## src/rtl/gate_bank_tester.sv

```systemverilog
// Self-test sequencer for the 8-output two-input gate bank: walks {a,b} through
// 00..11, settles, samples the bank result and accumulates mismatch results.
module gate_bank_tester #(
    parameter int unsigned SETTLE = 2
) (
    input  logic       clk,
    input  logic       rst,
    input  logic       start_i,
    output logic       drive_a_o,
    output logic       drive_b_o,
    input  logic [7:0] observe_i,
    output logic       busy_o,
    output logic       done_o,
    output logic       pass_o,
    output logic [7:0] fail_mask_o,
    output logic [3:0] fail_vec_o,
    output logic [2:0] err_count_o
);

    localparam int unsigned CNT_W   = 4;
    localparam int unsigned RES_W   = 8;
    localparam int unsigned COMBO_W = 2;
    localparam int unsigned NCOMBO  = 4;
    localparam int unsigned ERR_W   = 3;

    typedef enum logic [1:0] {
        IDLE   = 2'd0,
        DRIVE  = 2'd1,
        SAMPLE = 2'd2,
        FINISH = 2'd3
    } state_t;

    state_t               state_q, state_d;
    logic [COMBO_W-1:0]   idx_q, idx_d;
    logic [CNT_W-1:0]     cnt_q, cnt_d;
    logic [COMBO_W-1:0]   drive_q, drive_d;
    logic                 busy_q, busy_d;
    logic                 done_q, done_d;
    logic                 pass_q, pass_d;
    logic [RES_W-1:0]     mask_q, mask_d;
    logic [NCOMBO-1:0]    vec_q, vec_d;
    logic [ERR_W-1:0]     err_q, err_d;
    logic [RES_W-1:0]     mism;

    // Golden truth-table row for combination {a,b}
    function automatic logic [RES_W-1:0] golden(input logic [COMBO_W-1:0] combo);
        logic [RES_W-1:0] v;
        case (combo)
            2'b00:   v = 8'h78;
            2'b01:   v = 8'h1E;
            2'b10:   v = 8'h96;
            default: v = 8'hC3;
        endcase
        return v;
    endfunction

    always_ff @(posedge clk) begin
        if (rst) begin
            state_q <= IDLE;
            idx_q   <= '0;
            cnt_q   <= '0;
            drive_q <= '0;
            busy_q  <= 1'b0;
            done_q  <= 1'b0;
            pass_q  <= 1'b0;
            mask_q  <= '0;
            vec_q   <= '0;
            err_q   <= '0;
        end else begin
            state_q <= state_d;
            idx_q   <= idx_d;
            cnt_q   <= cnt_d;
            drive_q <= drive_d;
            busy_q  <= busy_d;
            done_q  <= done_d;
            pass_q  <= pass_d;
            mask_q  <= mask_d;
            vec_q   <= vec_d;
            err_q   <= err_d;
        end
    end

    always_comb begin
        state_d = state_q;
        idx_d   = idx_q;
        cnt_d   = cnt_q;
        pass_d  = pass_q;
        mask_d  = mask_q;
        vec_d   = vec_q;
        err_d   = err_q;
        done_d  = 1'b0;
        mism    = '0;

        case (state_q)
            IDLE: begin
                if (start_i) begin
                    pass_d  = 1'b0;
                    mask_d  = '0;
                    vec_d   = '0;
                    err_d   = '0;
                    idx_d   = '0;
                    cnt_d   = CNT_W'(SETTLE - 1);
                    state_d = DRIVE;
                end
            end
            DRIVE: begin
                if (cnt_q == '0) begin
                    state_d = SAMPLE;
                end else begin
                    cnt_d = cnt_q - CNT_W'(1);
                end
            end
            SAMPLE: begin
                mism   = observe_i ^ golden(idx_q);
                mask_d = mask_q | mism;
                if (mism != '0) begin
                    vec_d[idx_q] = 1'b1;
                    err_d        = err_q + ERR_W'(1);
                end
                // Results become visible in the FINISH cycle, so pass uses the updated count
                if (idx_q == COMBO_W'(NCOMBO - 1)) begin
                    pass_d  = (err_d == '0);
                    done_d  = 1'b1;
                    state_d = FINISH;
                end else begin
                    idx_d   = idx_q + COMBO_W'(1);
                    cnt_d   = CNT_W'(SETTLE - 1);
                    state_d = DRIVE;
                end
            end
            FINISH: begin
                state_d = IDLE;
            end
            default: begin
                state_d = IDLE;
            end
        endcase

        busy_d  = (state_d == DRIVE) || (state_d == SAMPLE);
        drive_d = busy_d ? idx_d : '0;
    end

    assign drive_a_o   = drive_q[1];
    assign drive_b_o   = drive_q[0];
    assign busy_o      = busy_q;
    assign done_o      = done_q;
    assign pass_o      = pass_q;
    assign fail_mask_o = mask_q;
    assign fail_vec_o  = vec_q;
    assign err_count_o = err_q;

endmodule
```

## config.mk

```make
export PLATFORM = sky130hd
export DESIGN_NAME = gate_bank_tester
export DESIGN_NICKNAME = d
export VERILOG_FILES = /design/src/rtl/gate_bank_tester.sv
export SDC_FILE = /design/constraint.sdc
export NUM_CORES = 1
export LEC_CHECK = 0
export BUFFER_PORTS_ARGS = -buffer_cell sky130_fd_sc_hd__buf_2
export CAP_MARGIN = 30
export CORE_AREA = 3 3 63 65
export CTS_BUF_LIST = sky130_fd_sc_hd__clkbuf_4 sky130_fd_sc_hd__clkbuf_8
export DETAILED_ROUTE_END_ITERATION = 10
export DIE_AREA = 0 0 66 68
export PLACE_DENSITY_LB_ADDON = 0.05
export REMOVE_ABC_BUFFERS = 1
export SETUP_SLACK_MARGIN = 0.3
export SLEW_MARGIN = 20
export SYNTH_ARGS = -nofsm -noshare
export SYNTH_HDL_FRONTEND = slang
export SYNTH_SLANG_ARGS = --single-unit
```

## constraint.sdc

```tcl
create_clock -name clk -period 4.3 [get_ports clk]
set_input_delay 0.215 -clock clk [delete_from_list [all_inputs] [get_ports clk]]
set_output_delay 0.215 -clock clk [all_outputs]
set_load 0.01 [all_outputs]
```

* After elaboration in Yosys (flattened, before gate mapping)
Cells that the tools add are included.
Word-level totals: register bits 28, bits in latches 0, memory bits (writable) 0, memory bits (read-only) 0, input port bits 11, word-level logic and storage cells 76, memories kept 0
Cells by class: add/subtract/negate cells 3, multipliers 0, div/mod/pow operators 0, magnitude comparators 2, equality and inequality tests 13, shift operators 0, mux-type cells 28, bitwise gates (word level) 5, reductions and logical operators 15
Operators by type and width (count):
- $pmux 8 s3 | 1
- $mux 4 | 5
- $mux 8 | 2
- $pmux 8 s2 | 1
- $pmux 4 s3 | 1
- $eq 2x2->1 const B | 5
- $mux 2 | 5
- $ne 2x2->1 const B | 5
- $mux 3 | 3
- $or 8x8->8 | 1
- $pmux 2 s4 | 1
- $pmux 4 s2 | 1
- $reduce_bool 8->1 | 1
- $xor 8x8->8 | 1
- $eq 2x1->1 const B | 3
- $pmux 3 s2 | 1
- $reduce_and 3->1 | 2
- $logic_not 2->1 | 2
- $logic_not 4->1 | 1
- $mux 1 | 4
- $or 4x4->4 | 1
- $pmux 2 s2 | 1
- $reduce_and 4->1 | 1
- $reduce_or 2->1 | 2
- 14 further kinds | 15

* Depth between registers and ports, before layout
depth in word-level cells 10, depth in mapped cells 6, mapped depth without buffers 6

* Least setup slack after synthesis
OpenSTA, ideal clock, no wires.
path kind register -> register, start reg idx_q[0], end reg pass_q (netlist: pass_o), library setup time 0.139 ns, arrival 1.870 ns, slack 2.291 ns, cell stages (with the launch flop) 7, path buffers 0, clock period less this slack 2.009 ns, cell sequence dfxtp_1 > inv_1 > ha_1 > xor2_1 > or4_4 > o31ai_1 > a221oi_1
On the way: word-level cells in the longest chain between the ends 10
RTL lines:
- start: declaration | line 34 | logic [COMBO_W-1:0] idx_q, idx_d;
- start signal: assignment | line 71 | idx_q <= idx_d;
- $eq 2x2->1 (tied with other cells) | line 48 | case (combo)
- $pmux 8 s3 | line 48
- $mux 8 | line 94 | case (state_q)
- $xor 8x8->8 | line 114 | mism = observe_i ^ golden(idx_q);
- $reduce_bool 8->1 | line 116 | if (mism != '0) begin
- $mux 3 | line 116
- $mux 3 | line 94
- $logic_not 3->1 | line 122 | pass_d = (err_d == '0);
- $mux 1 | line 121 | if (idx_q == COMBO_W'(NCOMBO - 1)) begin
- $pmux 1 s2 | line 94
- end signal: assignment | line 76 | pass_q <= pass_d;
- end: declaration | line 39 | logic pass_q, pass_d;
Several ways; a longest one is shown, not always the timed one. The select of a mux whose other input is x is not followed. A chain may end at the register's enable or synchronous reset.

* Final worst setup path
Ends and elaborated chain as after synthesis.

==> flow_metrics.env <==
export IMPL_fillers=344
export IMPL_clk_path_buf_depth=2
export IMPL_viasPerCell=5.43
export IMPL_mappedNetlistArea_sq_um=1430
export IMPL_areaGrowthSynthToFinish_pct=16.3
export IMPL_netlist_instances=160
export IMPL_cts_num_sinks=28
export IMPL_synth_async_reset_ratio_pct=0
export IMPL_layout_drive_gt1_share_pct=21.5
export IMPL_peakVddDrop_uv=118
export IMPL_first_pass_iters=4
export IMPL_holdPathStages=2
export IMPL_synth_simple_gate_area_share_pct=22.3
export IMPL_status="finished, final reports clean"
export IMPL_hold_start="rst"
export IMPL_drtIter0Drc=48
export IMPL_cp_startpoint="idx_q[0]$_SDFF_PP0_"
export IMPL_die_area_sq_um=4490
export IMPL_avgSynthCellArea_sq_um=8.91
export IMPL_finalCriticalPeriod_ns=2.20
export IMPL_synth_compound_area_share_pct=21.1
export IMPL_critPathLaunchType="flop"
export IMPL_synth_top_cell_by_area="dfxtp_1"
export IMPL_fin_crit_sh_pct=51.3
export IMPL_root_buffer="clkbuf_4"
export IMPL_path_buf_inv=1
export IMPL_cp_num_cells=6
export IMPL_n_antenna_cell=0
export IMPL_max_freq_mhz=454
export IMPL_max_cap_viol_count=0
export IMPL_path_class="flop to flop"
export IMPL_seq_area_frac_synth_pct=39.3
export IMPL_synth_top_family_by_area="simple AND/OR/NAND/NOR gates"
export IMPL_hp_class="input pin to flop"
export IMPL_drcViolationCount=0
export IMPL_synth_top_cell_area_share_pct=39.3
export IMPL_r2r_end="pass_o$_SDFFE_PP0P_"
export IMPL_worst_slack_ns=2.10
export IMPL_crit_family="compound AO/OA/AOI/OAI gates"
export IMPL_grtUsageTotal_pct=16.9
export IMPL_clock_skew_ns=0.00622
export IMPL_hold_buffers=0
export IMPL_maxSlewViolCount=0
export IMPL_synth_fa_ha_area_share_pct=7.90
export IMPL_yosysMostFrequentCell="dfxtp_1"
export IMPL_cts_setup_buffers=0
export IMPL_r2r_cells=6
export IMPL_synth_edff_count=0
export IMPL_portBuffers=30
export IMPL_cts_tree="yes"
export IMPL_nets=212
export IMPL_finalWirelength_mm=3.48
export IMPL_grt_max_degree=23
export IMPL_r2r_slack_ns=2.10
export IMPL_r2r_start="idx_q[0]$_SDFF_PP0_"
export IMPL_crit_chain="inv_1 -> ha_1 -> o21bai_1 -> xor2_1 -> a41oi_1 -> a221oi_1"
export IMPL_cts_resized_gates=0
export IMPL_yosysWarnings=0
export IMPL_coreArea_sq_um=3390
export IMPL_synth_area_top_cells="dfxtp_1 39%, ha_1 7.9%, nor2_1 5.0%, a22oi_1 3.7%, a31oi_1 3.1%"
export IMPL_synth_cells_most_frequent="28 x dfxtp_1, 19 x nor2_1, 9 x ha_1, 9 x inv_1, 9 x nand2_1"
export IMPL_p_leak_nw=0.729
export IMPL_start_util_pct=42.0
export IMPL_slew_headroom_pct=48.2
export IMPL_wire_per_inst_um=14.7
export IMPL_num_vias=1288
export IMPL_hpwl_mm=2.64
export IMPL_synth_seq_cells=28
export IMPL_htreeDepth=1
export IMPL_synth_flop_cell="dfxtp_1"
export IMPL_p_per_area_nw_per_um2=312
export IMPL_synth_area_mux_share_pct=0.702
export IMPL_clkLatencyLatePin_ns=0.32
export IMPL_hold_viol=0
export IMPL_grt_pass1_wl_mm=5.85
export IMPL_arrival_ns=2.45
export IMPL_setup_viol=0
export IMPL_slowest_delay_ns=0.52
export IMPL_antenna_found_initial=0
export IMPL_grt_pass1_vias=1253
export IMPL_fin_tns_setup_ns=0
export IMPL_path_max_fanout=8
export IMPL_rows=21
export IMPL_rsz0062_at_grt="false"
export IMPL_crit_path_end_kind="flop"
export IMPL_die_w_um=66
export IMPL_worst_pin_slew_ns=0.776
export IMPL_ant_nets=0
export IMPL_ios=31
export IMPL_synthXorXnorAreaFrac_pct=5.53
export IMPL_gp_congestion=0.904
export IMPL_worstHoldEndpoint="idx_q[1]$_SDFF_PP0_"
export IMPL_grt_overflow_total=0
export IMPL_numCtsBuffers=3
export IMPL_worst_ep_required_time_ns=4.54
export IMPL_dp_slack_ns=2.15
export IMPL_die_y_um=68
export IMPL_crit_path_top_delay_cell="xor2_1"
export IMPL_path_clk_slew_ns=0.15
export IMPL_ys_types=41
flip-flops by register name, summed over array words and instances, names as in the netlist:
signal and cells:
done_o 1, idx_q 2, fail_vec_o 4, state_q 2, busy_o 1, drive_q 2, cnt_q 4, fail_mask_o 8
err_count_o 3, pass_o 1
layout make-up:
type	count	area (sq um)	share of cell area (%)
Sequential cell	28	561	33.8
Tap cell	46	57.6	3.47
Multi-Input combinational cell	120	820	49.4
Inverter	9	33.8	2.04
Clock buffer	4	36.3	2.19
Timing Repair Buffer	30	150	9.06
kinds of logic (layout without fill, tap and decap cells):
kind of cell / count (synthesis) / in the layout
AOI/OAI and AO/OA: 41 / 41
xor gates and xnor gates: 9 / 9
adders and majority gates: 9 / 9
buffers and inverters: 12 / 43
DFF: 28 / 28
muxes: 1 / 1
and+or+nand+nor: 60 / 60
layout by cell type (no fill, tap or decap), types with 4 or more instances in the layout:
master    instances
dfxtp_1          28
a21oi_1           4
xnor2_1           4
a31oi_1           7
ha_1              9
nand2b_1          5
o21a_1            4
o31ai_1           5
nand3_1           6
xor2_1            5
nor2_1           19
inv_1             9
a22oi_1           7
nand2_1           9
buf_2            30
per-layer routing:
layer	track usage [%]	up-vias	share of wire [%]
met5	0	-	0
met4	7.36	0	1.3
met3	2.46	4	3.2
met2	26.9	26	48
met1	22.9	611	48
li1	-	647	-
stage by stage:
step	util [%]	total power (W)	cell area, sq um	hold slack, ns	std cells
finish	48.9	0.000517	1660	0.287	237
global route	48.9	0.000549	1660	0.294	237
CTS	48.9	0.000525	1660	0.275	237
detailed placement	47.8	0.000395	1620	0.452	233
global placement	47.8	0.000393	1620	0.449	233
floorplan	-	0.000360	1410	0.284	157
worst reg2reg max path: stages, from the launching register on:
cell and delay (ns):
dfxtp_1 0.47, inv_1 0.10, ha_1 0.28, o21bai_1 0.30, xor2_1 0.52, a41oi_1 0.20, a221oi_1 0.26
power breakdown:
part | internal [W] | leakage (nW) | switching (W)
Sequential | 0.000273 | 0.227 | 0.00000980
Combinational | 0.0000411 | 0.481 | 0.0000661
Clock | 0.0000517 | 0.0210 | 0.0000760
Total | 0.000365 | 0.729 | 0.000152
worst max path at each step:
stage,to,slack (ns)
global placement,pass_o$_SDFFE_PP0P_,2.17
detailed placement,pass_o$_SDFFE_PP0P_,2.15
CTS,pass_o$_SDFFE_PP0P_,2.12
finish,pass_o$_SDFFE_PP0P_,2.10
global route,pass_o$_SDFFE_PP0P_,1.87
floorplan,pass_o$_SDFFE_PP0P_,2.30
No activity file was read; power rests on OpenSTA's default activity.
